===== src/rtl/fpu_pkg.sv =====
// Shared types for the FPU command front-end: operation codes, the queued
// command record and the dispatch FSM states.
package fpu_pkg;

  localparam int SEL_W   = 2;
  localparam int ROUND_W = 2;

  localparam logic [SEL_W-1:0] FPU_ADD = 2'b00;
  localparam logic [SEL_W-1:0] FPU_SUB = 2'b01;
  localparam logic [SEL_W-1:0] FPU_MUL = 2'b10;
  localparam logic [SEL_W-1:0] FPU_DIV = 2'b11;

  typedef struct packed {
    logic [31:0]        a;
    logic [31:0]        b;
    logic [SEL_W-1:0]   sel;
    logic [ROUND_W-1:0] round;
  } fpu_cmd_t;

  typedef enum logic [1:0] {
    S_IDLE,
    S_ISSUE,
    S_WAIT,
    S_CAPTURE
  } fpu_state_t;

endpackage


===== src/rtl/fpu_cmd_fifo.sv =====
// Command FIFO for fpu_dispatch. Full/empty come from the registered count, so
// neither depends combinationally on the push/pop requests.
module fpu_cmd_fifo
  import fpu_pkg::*;
#(
  parameter  int DEPTH = 4,
  localparam int CNT_W = $clog2(DEPTH + 1),
  localparam int PTR_W = $clog2(DEPTH)
) (
  input  logic             clk,
  input  logic             rst,
  input  logic             push,
  input  fpu_cmd_t         wdata,
  input  logic             pop,
  output fpu_cmd_t         rdata,
  output logic             full,
  output logic             empty,
  output logic [CNT_W-1:0] count
);

  fpu_cmd_t         mem [DEPTH];
  logic [PTR_W-1:0] wptr;
  logic [PTR_W-1:0] rptr;
  logic             do_push;
  logic             do_pop;

  assign full    = (count == CNT_W'(DEPTH));
  assign empty   = (count == '0);
  assign do_push = push && !full;
  assign do_pop  = pop && !empty;
  assign rdata   = mem[rptr];

  always_ff @(posedge clk) begin
    if (do_push) mem[wptr] <= wdata;
  end

  // Pointers wrap naturally because DEPTH is a power of two.
  always_ff @(posedge clk) begin
    if (rst) begin
      wptr  <= '0;
      rptr  <= '0;
      count <= '0;
    end else begin
      if (do_push) wptr <= wptr + PTR_W'(1);
      if (do_pop)  rptr <= rptr + PTR_W'(1);
      count <= count + CNT_W'(do_push) - CNT_W'(do_pop);
    end
  end

endmodule


===== src/rtl/fpu_dispatch.sv =====
// Front-end for the FPU: queues commands, issues one at a time with a start
// pulse, waits a fixed latency and holds the result until taken downstream.
module fpu_dispatch
  import fpu_pkg::*;
#(
  parameter int DEPTH   = 4,
  parameter int LATENCY = 8
) (
  input  logic               Clock,
  input  logic               Reset,
  input  logic               in_valid,
  output logic               in_ready,
  input  logic [31:0]        in_a,
  input  logic [31:0]        in_b,
  input  logic [SEL_W-1:0]   in_sel,
  input  logic [ROUND_W-1:0] in_round,
  output logic [31:0]        fpu_a,
  output logic [31:0]        fpu_b,
  output logic [SEL_W-1:0]   fpu_sel,
  output logic [ROUND_W-1:0] fpu_round,
  output logic               fpu_start,
  input  logic [31:0]        fpu_y,
  input  logic               fpu_overflow,
  input  logic               fpu_error,
  output logic               out_valid,
  input  logic               out_ready,
  output logic [31:0]        out_y,
  output logic               out_overflow,
  output logic               out_error
);

  localparam int CNT_W  = $clog2(DEPTH + 1);
  localparam int WAIT_W = $clog2(LATENCY + 1);

  fpu_state_t       state;
  logic [WAIT_W-1:0] wait_cnt;
  fpu_cmd_t         fifo_wdata;
  fpu_cmd_t         fifo_rdata;
  logic             fifo_pop;
  logic             fifo_full;
  logic             fifo_empty;
  logic [CNT_W-1:0] fifo_count;
  logic             unused_count;

  assign fifo_wdata   = '{a: in_a, b: in_b, sel: in_sel, round: in_round};
  assign in_ready     = !fifo_full;
  assign fifo_pop     = (state == S_IDLE) && !fifo_empty;
  // Occupancy is kept visible for observation; control uses full/empty.
  assign unused_count = ^fifo_count;

  fpu_cmd_fifo #(.DEPTH(DEPTH)) u_fifo (
    .clk   (Clock),
    .rst   (Reset),
    .push  (in_valid),
    .wdata (fifo_wdata),
    .pop   (fifo_pop),
    .rdata (fifo_rdata),
    .full  (fifo_full),
    .empty (fifo_empty),
    .count (fifo_count)
  );

  // Operands load only on pop and stay put until the next pop, so the FPU
  // inputs are stable for the whole operation and while the result waits.
  always_ff @(posedge Clock) begin
    if (Reset) begin
      state        <= S_IDLE;
      wait_cnt     <= '0;
      fpu_start    <= 1'b0;
      fpu_a        <= '0;
      fpu_b        <= '0;
      fpu_sel      <= '0;
      fpu_round    <= '0;
      out_valid    <= 1'b0;
      out_y        <= '0;
      out_overflow <= 1'b0;
      out_error    <= 1'b0;
    end else begin
      fpu_start <= 1'b0;
      if (out_valid && out_ready) out_valid <= 1'b0;
      case (state)
        S_IDLE: begin
          if (!fifo_empty) begin
            fpu_a     <= fifo_rdata.a;
            fpu_b     <= fifo_rdata.b;
            fpu_sel   <= fifo_rdata.sel;
            fpu_round <= fifo_rdata.round;
            fpu_start <= 1'b1;
            state     <= S_ISSUE;
          end
        end
        S_ISSUE: begin
          wait_cnt <= WAIT_W'(LATENCY - 1);
          state    <= S_WAIT;
        end
        S_WAIT: begin
          if (wait_cnt == '0) state <= S_CAPTURE;
          else                wait_cnt <= wait_cnt - WAIT_W'(1);
        end
        S_CAPTURE: begin
          // A reload in the same cycle as a handshake wins over the clear.
          if (!out_valid || out_ready) begin
            out_y        <= fpu_y;
            out_overflow <= fpu_overflow;
            out_error    <= fpu_error;
            out_valid    <= 1'b1;
            state        <= S_IDLE;
          end
        end
        default: state <= S_IDLE;
      endcase
    end
  end

endmodule


===== config.mk =====
export PLATFORM = sky130hd
export DESIGN_NAME = fpu_dispatch
export DESIGN_NICKNAME = d
export VERILOG_FILES = /design/src/rtl/fpu_pkg.sv /design/src/rtl/fpu_cmd_fifo.sv /design/src/rtl/fpu_dispatch.sv
export SDC_FILE = /design/constraint.sdc
export NUM_CORES = 1
export LEC_CHECK = 0
export BUFFER_PORTS_ARGS = -buffer_cell sky130_fd_sc_hd__buf_2
export CELL_PAD_IN_SITES_DETAIL_PLACEMENT = 1
export CELL_PAD_IN_SITES_GLOBAL_PLACEMENT = 2
export CORE_MARGIN = 1.5
export CORE_UTILIZATION = 35
export CTS_CLUSTER_DIAMETER = 100
export DETAILED_ROUTE_END_ITERATION = 8
export MAX_ROUTING_LAYER = met4
export PLACE_DENSITY = 0.81
export SLEW_MARGIN = 15
export SYNTH_ARGS = -nofsm -noshare
export SYNTH_HDL_FRONTEND = slang
export SYNTH_SLANG_ARGS = --single-unit

===== constraint.sdc =====
create_clock -name Clock -period 2.7 [get_ports Clock]
set_input_delay 0.27 -clock Clock [delete_from_list [all_inputs] [get_ports Clock]]
set_output_delay 0.27 -clock Clock [all_outputs]
set_load 0.005 [all_outputs]

==> Yosys cells after proc, flatten, opt, wreduce, memory -nomap -nowiden <==
Memory sizes are Yosys's and may differ from the RTL's. A register that Yosys moved wholly into a read port is not among the register bits.
Index checks and enable logic that the tools add are counted.
{ "totals": {"regBits": 49, "latch_bits": 0, "mem_bits_rw": 272, "rom_bits": 0, "input_bits": 106, "output_inout_bits": 105, "n_memories": 1} }
{ "mem_list": {"columns": ["name", "words", "width", "rd", "rd_clocked_by_memory_dff", "write_ports", "line_no", "text"], "rows": [
  ["u_fifo.mem", 4, 68, 1, 1, 1, "fpu_cmd_fifo.sv:21", "fpu_cmd_t mem [DEPTH];"]
]} }
{ "classes": {"n_addsub": 5, "n_mul": 0, "div": 0, "magnitude_cmp": 0, "eq_ne": 8, "shifts": 0, "n_mux": 12, "n_bitwise": 2, "reduce_logical": 17} }
{ "ops": {"columns": ["operator", "count"], "rows": [
  ["2-bit inequality test, second input constant", 4],
  ["2-bit case mux with 4 select lines", 1],
  ["4-bit case mux with 2 select lines", 1],
  ["1-bit two-way mux", 6],
  ["2-bit two-way mux", 3],
  ["2-bit AND reduction", 3],
  ["2-bit by 1-bit adder with 2-bit output, second input constant", 2],
  ["2-bit == test, second input constant", 2],
  ["1-bit logical AND", 4],
  ["4-bit logical NOT", 1],
  ["4-bit two-way mux", 1],
  ["4-bit by 1-bit subtractor with 4-bit output, second input constant", 1],
  ["3-bit by 1-bit adder with 3-bit output", 1],
  ["3-bit == test, second input constant", 1],
  ["1-bit logical NOT", 3],
  ["3-bit logical NOT", 1],
  ["3-bit AND reduction", 1],
  ["3-bit by 1-bit subtractor with 3-bit output", 1],
  ["2-bit by 1-bit == test with 1-bit output, second input constant", 1],
  ["2-bit logical NOT", 1],
  ["1-bit NOT", 2],
  ["2-bit nonzero test", 1],
  ["2-bit OR reduction", 1],
  ["1-bit logical OR", 1]
]} }

==> Depth between registers and ports, before layout <==
Gate-level depths: netlist of the first run.
{ "logic_depth": {"ltp_word": 5, "ltp_mapped": 9, "depth_no_buf": 9} }

==> By module <==
Synthesis of the first run repeated with hierarchy kept, for this count alone.
{ "hier_totals": {"cells_unflattened": 907, "area_unflattened_um2": 14315.0} }
{ "modules_own_cells": {"columns": ["mod", "instances", "cells_per_inst", "area_each_um2", "seq_area_each_um2"], "rows": [
  ["fpu_cmd_fifo", 1, 407, 10302.4, 8348.0],
  ["fpu_dispatch", 1, 500, 4012.6, 2202.1]
]} }

==> Least setup slack after synthesis of the first run <==
No wires, ideal clock.
{ "synth_timing": {"path_kind": "register to register", "startpoint": "register u_fifo.count[2]", "endpoint": "memory u_fifo.mem[0][0] (netlist bit), enable pin", "setup_ns": 0.434, "t_arrival_ns": 2.299, "required_time_ns": 2.266, "path_slack_ns": -0.033, "path_stages_with_launch": 4, "n_path_buf": 0, "cell_sequence": "dfxtp_1 > nor3b_1 > inv_1 > and3_1"} }
{ "synth_via": {"elab_chain_len": 5} }
{ "synth_lines": {"columns": ["element", "line_no", "text"], "rows": [
  ["start, declared", "fpu_cmd_fifo.sv:18", "output logic [CNT_W-1:0] count"],
  ["start signal, assigned", "fpu_cmd_fifo.sv:46", "count <= count + CNT_W'(do_push) - CNT_W'(do_pop);"],
  ["3-bit == test", "fpu_cmd_fifo.sv:27", "assign full = (count == CNT_W'(DEPTH));"],
  ["1-bit logical NOT", null, null],
  ["net in_ready", "fpu_dispatch.sv:12", "output logic in_ready,"],
  ["1-bit logical AND", "fpu_cmd_fifo.sv:29", "assign do_push = push && !full;"],
  ["1-bit two-way mux", "fpu_cmd_fifo.sv:34", "if (do_push) mem[wptr] <= wdata;"],
  ["1-bit two-way mux (not written as such)", "fpu_cmd_fifo.sv:34", null],
  ["end, declared", "fpu_cmd_fifo.sv:21", null]
]} }
The timed path passes the listed nets, and every way through them passes these cells.

==> Worst setup path in the final report of the first run <==
{ "layout_timing": {"startpoint": "register state[0]", "endpoint": "register u_fifo.count[2]"} }
{ "layout_via": {"elab_chain_len": 4} }
{ "layout_lines": {"columns": ["element", "line_no", "text"], "rows": [
  ["start, declared", "fpu_dispatch.sv:35", "fpu_state_t state;"],
  ["start signal, assigned", "fpu_dispatch.sv:67", "state <= S_IDLE;"],
  ["start signal, assigned", "fpu_dispatch.sv:89", "state <= S_ISSUE;"],
  ["start signal, assigned", "fpu_dispatch.sv:94", "state <= S_WAIT;"],
  ["2-bit logical NOT", "fpu_dispatch.sv:47", "assign fifo_pop = (state == S_IDLE) && !fifo_empty;"],
  ["1-bit logical AND", "fpu_dispatch.sv:47", null],
  ["net fifo_pop", "fpu_dispatch.sv:39", "logic fifo_pop;"],
  ["1-bit logical AND", "fpu_cmd_fifo.sv:30", "assign do_pop = pop && !empty;"],
  ["3-bit by 1-bit subtractor with 3-bit output", "fpu_cmd_fifo.sv:46", null]
]} }
The timed path passes the listed nets, and every way through them passes these cells.
A chain may end at the register's enable or synchronous reset.

==> impl_metrics.toml, run 1 <==
[grt]
antenna_found_initial = 2
grt_max_degree = 70
grt_pass1_vias = 8923
grt_first_pass_wirelength_um = 50900
grt_overflow = 0
track_usage = 0.166

[clock_network]
cts.sinks = 389
clk_latency_ps = 560
clkTransAtPathRegs_ps = 60
cts_buffers = 43
cts_buffer_depth = 3
post-cts-setup-buffers = 0
root_buffer = "clkbuf_16"
cts_tree = "built"
h-tree-depth = 2

[setup_path]
end_kind = "flip-flop"
startpoint = "state[0]$_SDFFE_PP0P_"
cp_max_fo = 4
r2r_slack_ps = 570
timing.rr.start = "state[0]$_SDFFE_PP0P_"
path_class = "flip-flop to flip-flop"
cp-start-kind = "flip-flop"
setup.worst_path.end = "u_fifo.count[2]$_SDFF_PP0_"
reg2reg_depth = 9
crit_arrival_ps = 2560
r2r-end = "u_fifo.count[2]$_SDFF_PP0_"
cp.required_ps = 3130

[floorplan]
initial_core_util = 0.358
die-area_um2 = 41100
io_pins = 211
chipWidth_um = 203
num_rows = 72
die_y_um = 203
core_area_um2 = 39000

[route]
viasPerCell = 4.91
vias = 8027
ant_nets = 0
drtPass1Iterations = 4
avgRoutedWirePerCell_um = 20.0
drt-initial-drc-count = 324
drc = 0
routed_wl_um = 32600

[hold_path]
hp-class = "input port to flip-flop"

[final_layout]
final_cell_mix = "edfxtp_1, buf_2, dfxtp_1, dlygate4sd3_1"
layout_commonest_cell = "edfxtp_1"
drive_gt1_frac = 0.335
num-nets-final = 1198
fillers = 3793
postLayoutCoreUtil = 0.466
syn_to_final_growth_pct = 30.3

[timing]
skew_ps = 12.4
maxSlewViolCount = 0
relSlewSlack = 0.579
finalSetupViolations = 0
finalSetupTns_ps = 0
clock.fmax_mhz = 471
hold_viol = 0
finalCritPeriodShare = 0.787
fin_crit_ps = 2130
rsz0062_at_grt = "false"
worst_slew_pin_slew_ps = 631

[place]
gp_congestion = 0.717
portBuffers = 210
hpwlAfterDp_um = 18000

[logic_synthesis]
yosysTopAreaCell = "edfxtp_1"
synthTopCellsByArea = "edfxtp_1, dfxtp_1, mux4_2"
syn-num-nets = 877
postSynthCellCount = 758
syn_avg_cell_area_um2 = 18.4
synth-seq-area-share = 0.753
yosys_warnings = 0
synth_cell_type_count = 36
ys_ff_latch = 389
synth.cell_area_um2 = 14000
synth.top_cell.area_share = 0.585

[power_and_ir_drop]
ir_drop_mv = 0.433
power.total_w = 0.0176
power.leakage_nw = 6.61
p_per_area_nw_per_um2 = 970

[job]
cap_violations = 0

[outcome]
status = "finished clean"
==> stage by stage <==
step	instances	hold slack, ps	setup WS, ps	cell area (µm²)
after floorplan	758	369	723	14000
after global placement	1450	455	589	15700
after detailed placement	1450	462	583	15700
after CTS	1632	29.7	563	18200
after global routing	1634	67.2	411	18200
final	1634	58.6	575	18200
==> area by class of cell <==
| class | instances | area [µm²] | area share |
|---|---|---|---|
| Sequential cell | 389 | 10500 | 0.578 |
| Multi-Input combinational cell | 302 | 3180 | 0.175 |
| Timing Repair Buffer | 329 | 2300 | 0.126 |
| Clock buffer | 50 | 1130 | 0.0623 |
| Tap cell | 518 | 648 | 0.0356 |
| Clock inverter | 30 | 355 | 0.0195 |
| Inverter | 14 | 52.6 | 0.00289 |
| Antenna cell | 2 | 5.00 | 0.000275 |
==> metal layers <==
metal	GRT usage	routed length, µm	vias to the layer above
met2	0.273	15900	225
li1	-	-	3683
met1	0.209	14200	4072
met4	0.0492	647	0
met5	-	0	-
met3	0.0340	1770	47
==> sequential cells by signal, summed over array words and instances, names as in the netlist <==
name,count
fpu_sel,2
u_fifo.count,3
u_fifo.mem,272
out_valid,1
out_error,1
u_fifo.wptr,2
fpu_round,2
u_fifo.rptr,2
fpu_b,32
state,2
fpu_start,1
fpu_a,32
out_overflow,1
wait_cnt,4
out_y,32
==> synth_stat cells <==
cell	count
a211oi_1	2
nand3_1	37
mux2_2	1
buf_2	11
nor2_1	4
clkbuf_1	28
nor2b_4	1
ha_1	12
nor3b_1	2
nand2b_1	4
buf_1	9
mux2i_1	2
xor2_1	1
buf_4	2
o31a_2	1
nand2_1	2
xnor2_1	3
mux4_2	68
inv_1	14
nor3_1	3
nor2_2	1
a41oi_1	1
dfxtp_1	117
a311oi_1	2
o21ai_0	36
a21oi_1	38
o21bai_1	1
and3_1	4
or3b_1	1
fa_1	1
o311ai_0	1
edfxtp_1	272
a222oi_1	1
buf_6	3
nor2b_1	4
a22o_1	68
==> worst max-delay path, stage by stage, from the launching register on <==
cell and delay, ps:
dfxtp_1 390, inv_1 110, ha_1 230, o31a_2 160
ha_1 290, inv_1 40, ha_1 200, fa_1 380
xnor2_1 160, nor2_1 50
==> power breakdown <==
part	internal (W)	total [W]	leakage, nW	switching (W)
sequential	0.00734	0.00784	3.45	0.000498
clock	0.00371	0.00612	0.720	0.00241
combinational	0.00185	0.00368	2.44	0.00183
==> worst min-delay path by stage <==
stage                     cells past startpoint                     endpoint                    from  slack [ps]
final                                         3  u_fifo.wptr[0]$_SDFFE_PP0P_                in_valid          60
after global routing                          3  u_fifo.wptr[0]$_SDFFE_PP0P_                in_valid          70
after CTS                                     3  u_fifo.wptr[0]$_SDFFE_PP0P_                in_valid          30
after detailed placement                      1       fpu_b[26]$_SDFFE_PP0P_  fpu_b[26]$_SDFFE_PP0P_         460
after global placement                        1       fpu_a[17]$_SDFFE_PP0P_  fpu_a[17]$_SDFFE_PP0P_         450
after floorplan                               0   u_fifo.mem[0][0]$_DFFE_PP_             in_round[0]         370
==> what timing repair did <==
action / in CTS / in global routing
gates resized for setup: 0 / 0
setup endpoints to repair: 0 / 0
hold endpoints to repair: 306 / 0
hold buffers: 102 / 0
==> cells by family after synthesis <==
kind of cell,Yosys count,share of synthesized area
AO/OA/AOI/OAI,151,0.0748
XOR/XNOR,4,0.00251
adder cells (fa/ha/maj),13,0.0122
buffers and inverters,67,0.0212
flip-flops,389,0.753
multiplexers,71,0.112
AND/OR/NAND/NOR,63,0.0245
(Power assumes the default switching activity.)
==> run 2: changes to the inputs <==
--- a/config.mk
+++ b/config.mk
@@ -13,7 +13,7 @@
 export CTS_CLUSTER_DIAMETER = 100
 export DETAILED_ROUTE_END_ITERATION = 8
 export MAX_ROUTING_LAYER = met4
-export PLACE_DENSITY = 0.81
+export PLACE_DENSITY = 0.78
 export SLEW_MARGIN = 15
 export SYNTH_ARGS = -nofsm -noshare
 export SYNTH_HDL_FRONTEND = slang
==> constraint.sdc (replaced) <==
create_clock -name Clock -period 2.1 [get_ports Clock]
set_input_delay 0.21 -clock Clock [delete_from_list [all_inputs] [get_ports Clock]]
set_output_delay 0.21 -clock Clock [all_outputs]
set_load 0.005 [all_outputs]
==> run 2 against run 1 <==
Compared with the run above: register-to-register slack worse by 440 ps; cell count up 1.3%; sequential share of layout area down 0.99 points; non-clock buffer count up 18; highest routed layer unchanged.
==> impl_metrics.toml, run 2 (synthesis gave the netlist of run 1 again) <==
[timing]
fin_crit_ps = 1970
worst_slew_pin_slew_ps = 511
skew_ps = 20.6
clock.fmax_mhz = 508
maxSlewViolCount = 0
finalSetupTns_ps = 0
rsz0062_at_grt = "false"
finalSetupViolations = 0
finalCritPeriodShare = 0.938
hold_viol = 0
relSlewSlack = 0.659

[power_and_ir_drop]
p_int_w = 0.0172
power.total_w = 0.0233
p_per_area_nw_per_um2 = 1260
p_sw_frac = 0.261
power.leakage_nw = 6.78
p_seq_frac = 0.431
power_frac_clock = 0.356
ir_drop_mv = 0.619
power.switching_w = 0.00610
combinationalPowerShare = 0.213

[floorplan]
initial_core_util = 0.358
die_y_um = 203
die-area_um2 = 41100
chipWidth_um = 203
core_area_um2 = 39000
num_rows = 72
io_pins = 211

[grt]
grt_max_degree = 69
antenna_found_initial = 7
grt_first_pass_wirelength_um = 51500
grt_overflow = 0
track_usage = 0.169
grt_pass1_vias = 8949

[final_layout]
num-nets-final = 1216
layout.area.seq_um2 = 10500
stdcell_area_um2 = 18500
layout_commonest_cell = "edfxtp_1"
multi_input_area_um2 = 3190
largest_reg_flops = 272
syn_to_final_growth_pct = 32.6
largest_register = "u_fifo.mem"
final_cell_mix = "edfxtp_1, buf_2, dfxtp_1, dlygate4sd3_1"
fillers = 3766
drive_gt1_frac = 0.348

[place]
gp_congestion = 0.729
dpl_cell_area_um2 = 15900
portBuffers = 210
hpwlAfterDp_um = 19900

[clock_network]
cts_buffer_depth = 3
root_buffer = "clkbuf_16"
cts.sinks = 389
cts_tree = "built"
h-tree-depth = 2
post-cts-setup-buffers = 0
clkTransAtPathRegs_ps = 60
clk_latency_ps = 560
cts_buffers = 43

[setup_path]
cp_max_fo = 3
timing.rr.start = "state[0]$_SDFFE_PP0P_"
r2r-end = "u_fifo.count[2]$_SDFF_PP0_"
crit_buf_inv = 2
critical_path_depth = 9
crit_arrival_ps = 2390
cp.required_ps = 2520
cp-start-kind = "flip-flop"
path_class = "flip-flop to flip-flop"
r2r_slack_ps = 130
end_kind = "flip-flop"
reg2reg_depth = 9
slowest_delay_ps = 380
cp_slowest_cell = "fa_1"
worstPathCellList = "inv_1 -> ha_2 -> o31a_2 -> ha_1 -> inv_1 -> ha_1 -> fa_1 -> xnor2_1 -> nor2_1"
critical-path-top-delay-family = "adder cells"

[route]
routed_wl_um = 33300
ant_nets = 0
drt-initial-drc-count = 441
drtPass1Iterations = 6
vias = 8163
avgRoutedWirePerCell_um = 20.1
drc = 0
viasPerCell = 4.93

[outcome]
status = "finished clean"

[hold_path]
holdCritStartpoint = "Reset"
hp-class = "input port to flip-flop"
min_to = "u_fifo.rptr[0]$_SDFFE_PP0P_"
hold_depth = 2

[job]
cap_violations = 0
run 2: final cells by class:
class                   count  share of cell area
flip-flops and latches    389               0.568
inverters                  14             0.00284
clock inverters            29              0.0244
well taps                 518              0.0350
repair buffers            347               0.135
diodes                      7            0.000947
multi-input cells         302               0.172
clock buffers              50              0.0612
run 2: what timing repair did:
item / in CTS / in global routing
endpoints found under the setup margin: 0 / 3
resized for setup: 0 / 2
hold buffers: 103 / 0
hold endpoints to repair: 308 / 0
run 2: worst max path at each step:
| stage | startpoint | endpoint | slack [ps] |
|---|---|---|---|
| final | state[0]$_SDFFE_PP0P_ | u_fifo.count[2]$_SDFF_PP0_ | 130 |
| after detailed placement | state[0]$_SDFFE_PP0P_ | u_fifo.count[2]$_SDFF_PP0_ | 60 |
| after floorplan | u_fifo.count[2]$_SDFF_PP0_ | u_fifo.mem[0][0]$_DFFE_PP_ | 120 |
| after global placement | state[0]$_SDFFE_PP0P_ | u_fifo.count[2]$_SDFF_PP0_ | 120 |
| after CTS | u_fifo.count[1]$_SDFF_PP0_ | in_ready | 20 |
| after global routing | state[0]$_SDFFE_PP0P_ | u_fifo.count[2]$_SDFF_PP0_ | 10 |
run 2: through the flow:
stage,cells,hold WS (ps),util,setup WS [ps]
final,1656,65.6,0.474,130
after global routing,1656,64.1,0.474,12.9
after CTS,1649,27.6,0.474,19.6
after detailed placement,1467,427,0.407,60.0
after global placement,1467,423,0.407,116
after floorplan,758,309,-,123
run 2: power groups by stage:
| stage | clock network [W] | logic (W) | registers [W] |
|---|---|---|---|
| floorplan | 0 | 0.00296 | 0.0101 |
| global placement | 0 | 0.00480 | 0.0102 |
| detailed placement | 0 | 0.00490 | 0.0102 |
| CTS | 0.00851 | 0.00508 | 0.0101 |
| global route | 0.00876 | 0.00546 | 0.0102 |
| finish | 0.00829 | 0.00497 | 0.0101 |
run 2: per-layer routing:
metal	vias up	global-route usage	part of all wire
met5	-	-	0
met4	0	0.0556	0.020
met3	55	0.0406	0.067
met2	248	0.273	0.48
met1	4141	0.210	0.43
li1	3719	-	-
run 2: worst register-to-register path: cells and delay by family, from the launching register on:
kind            cells  cell delay, ps
fa+ha+maj           4            1070
flops               1             330
xor+xnor            1             160
buf+inv             2             120
compound gates      1             120
simple gates        1              50
==> run 3: changes to the inputs <==
--- a/config.mk
+++ b/config.mk
@@ -6,13 +6,13 @@
 export NUM_CORES = 1
 export LEC_CHECK = 0
 export BUFFER_PORTS_ARGS = -buffer_cell sky130_fd_sc_hd__buf_2
+export CAP_MARGIN = 15
 export CELL_PAD_IN_SITES_DETAIL_PLACEMENT = 1
 export CELL_PAD_IN_SITES_GLOBAL_PLACEMENT = 2
 export CORE_MARGIN = 1.5
 export CORE_UTILIZATION = 35
 export CTS_CLUSTER_DIAMETER = 100
 export DETAILED_ROUTE_END_ITERATION = 8
-export MAX_ROUTING_LAYER = met4
 export PLACE_DENSITY = 0.78
 export SLEW_MARGIN = 15
 export SYNTH_ARGS = -nofsm -noshare
==> run 3 against run 2 <==
Compared with the run above: cell area hardly changed; sequential share of layout area barely moved; clock power hardly changed; non-clock buffer count unchanged; via count rose by 0.27%; first-iteration DRC count shrank 5.9%; cell count barely moved; fmax decreased by 0.28%; critical path type unchanged.
==> impl_metrics.toml, run 3 (synthesis gave the netlist of run 1 again) <==
[final_layout]
syn_to_final_growth_pct = 32.6
layout_commonest_cell = "edfxtp_1"
postLayoutCoreUtil = 0.474
num-nets-final = 1216
final_cell_mix = "edfxtp_1, buf_2, dfxtp_1, dlygate4sd3_1"
drive_gt1_frac = 0.348
largest_reg_flops = 272
largest_register = "u_fifo.mem"

[setup_path]
reg2reg_depth = 9
end_kind = "flip-flop"
cp_max_fo = 3
crit_arrival_ps = 2400
path_class = "flip-flop to flip-flop"
cp.required_ps = 2520
r2r_slack_ps = 120
cp-start-kind = "flip-flop"

[grt]
track_usage = 0.164
use_met2 = 0.272
use_met1 = 0.208
antenna_found_initial = 7
top_usage_layer = "met2"
grt_first_pass_wirelength_um = 51700
grt_pass1_vias = 8934
use_met3 = 0.0440
grt_max_degree = 69
grt_overflow = 0

[floorplan]
core_area_um2 = 39000
chipWidth_um = 203
initial_core_util = 0.358
die_y_um = 203
die-area_um2 = 41100
io_pins = 211
num_rows = 72

[clock_network]
cts_buffer_depth = 3
h-tree-depth = 2
clkTransAtPathRegs_ps = 60
cts.sinks = 389
clk_latency_ps = 560
cts_buffers = 43
cts_tree = "built"
root_buffer = "clkbuf_16"

[timing]
finalSetupViolations = 0
rsz0062_at_grt = "false"
finalCritPeriodShare = 0.941
clock.fmax_mhz = 506
skew_ps = 19.6
finalSetupTns_ps = 0
maxSlewViolCount = 0
hold_viol = 0
relSlewSlack = 0.652
worst_slew_pin_slew_ps = 522
fin_crit_ps = 1980

[hold_path]
hold_depth = 2
hp-class = "input port to flip-flop"

[route]
routed_wl_um = 33400
drt-initial-drc-count = 415
avgRoutedWirePerCell_um = 20.2
drtPass1Iterations = 5
drc = 0
viasPerCell = 4.95
vias = 8185
ant_nets = 0

[outcome]
status = "finished clean"

[job]
cap_violations = 0

[place]
hpwlAfterDp_um = 19900
portBuffers = 210
gp_congestion = 0.720

[power_and_ir_drop]
power.leakage_nw = 6.78
p_per_area_nw_per_um2 = 1260
ir_drop_mv = 0.620
## run 3: cell count changes in the layout (fill, tap and decap cells not counted)
cell / before / now
diode_2: 7 / 6
## run 3: final cells by class
type                    instances  area (µm²)
inverters                      14        52.6
flip-flops and latches        389       10500
multi-input cells             302        3190
diodes                          6        15.0
fillers                      3765       20500
clock buffers                  50        1130
repair buffers                347        2500
well taps                     518         648
clock inverters                29         452
## run 3: metrics by stage
step           power, W  cell area (µm²)  cells  hold WS (ps)  setup WS [ps]
6_report         0.0233            18500   1655          62.2            125
5_1_grt          0.0244            18500   1653          63.8           13.2
4_1_cts          0.0237            18500   1649          27.6           19.6
3_5_place_dp     0.0151            15900   1467           427           60.0
3_3_place_gp     0.0150            15900   1467           423            116
2_1_floorplan    0.0130            14000    758           309            123
## run 3: where the power goes
| part | internal [W] | leakage, nW | switching, W |
|---|---|---|---|
| logic | 0.00255 | 2.55 | 0.00243 |
| clock network | 0.00524 | 0.776 | 0.00306 |
| registers | 0.00944 | 3.45 | 0.000618 |
| total | 0.0172 | 6.78 | 0.00611 |
## run 3: per-layer routing
layer	wire length, µm	vias to the layer above	share of wire
met5	10	-	0.00030
li1	-	3720	-
met4	676	2	0.020
met3	2180	54	0.065
met2	16000	255	0.48
met1	14500	4154	0.43
## run 3: final timing paths
check / start / end
worst max-delay path: state[0]$_SDFFE_PP0P_ / u_fifo.count[2]$_SDFF_PP0_
worst min-delay path: Reset / u_fifo.rptr[1]$_SDFFE_PP0P_
worst max register to register: state[0]$_SDFFE_PP0P_ / u_fifo.count[2]$_SDFF_PP0_
worst min register to register: fpu_a[7]$_SDFFE_PP0P_ / fpu_a[7]$_SDFFE_PP0P_
## run 3: worst max-delay path, cell delays in order, from the launching register on
cell	delay, ps
dfxtp_1	330
inv_1	80
ha_2	220
o31a_2	120
ha_1	280
inv_1	40
ha_1	200
fa_1	380
xnor2_1	160
nor2_1	50
## run 3: timing repair
action                     CTS  global route
resized for setup            0             2
buffers inserted             0             0
hold endpoints to repair   308             0
hold buffers               103             0
setup endpoints to repair    0             3
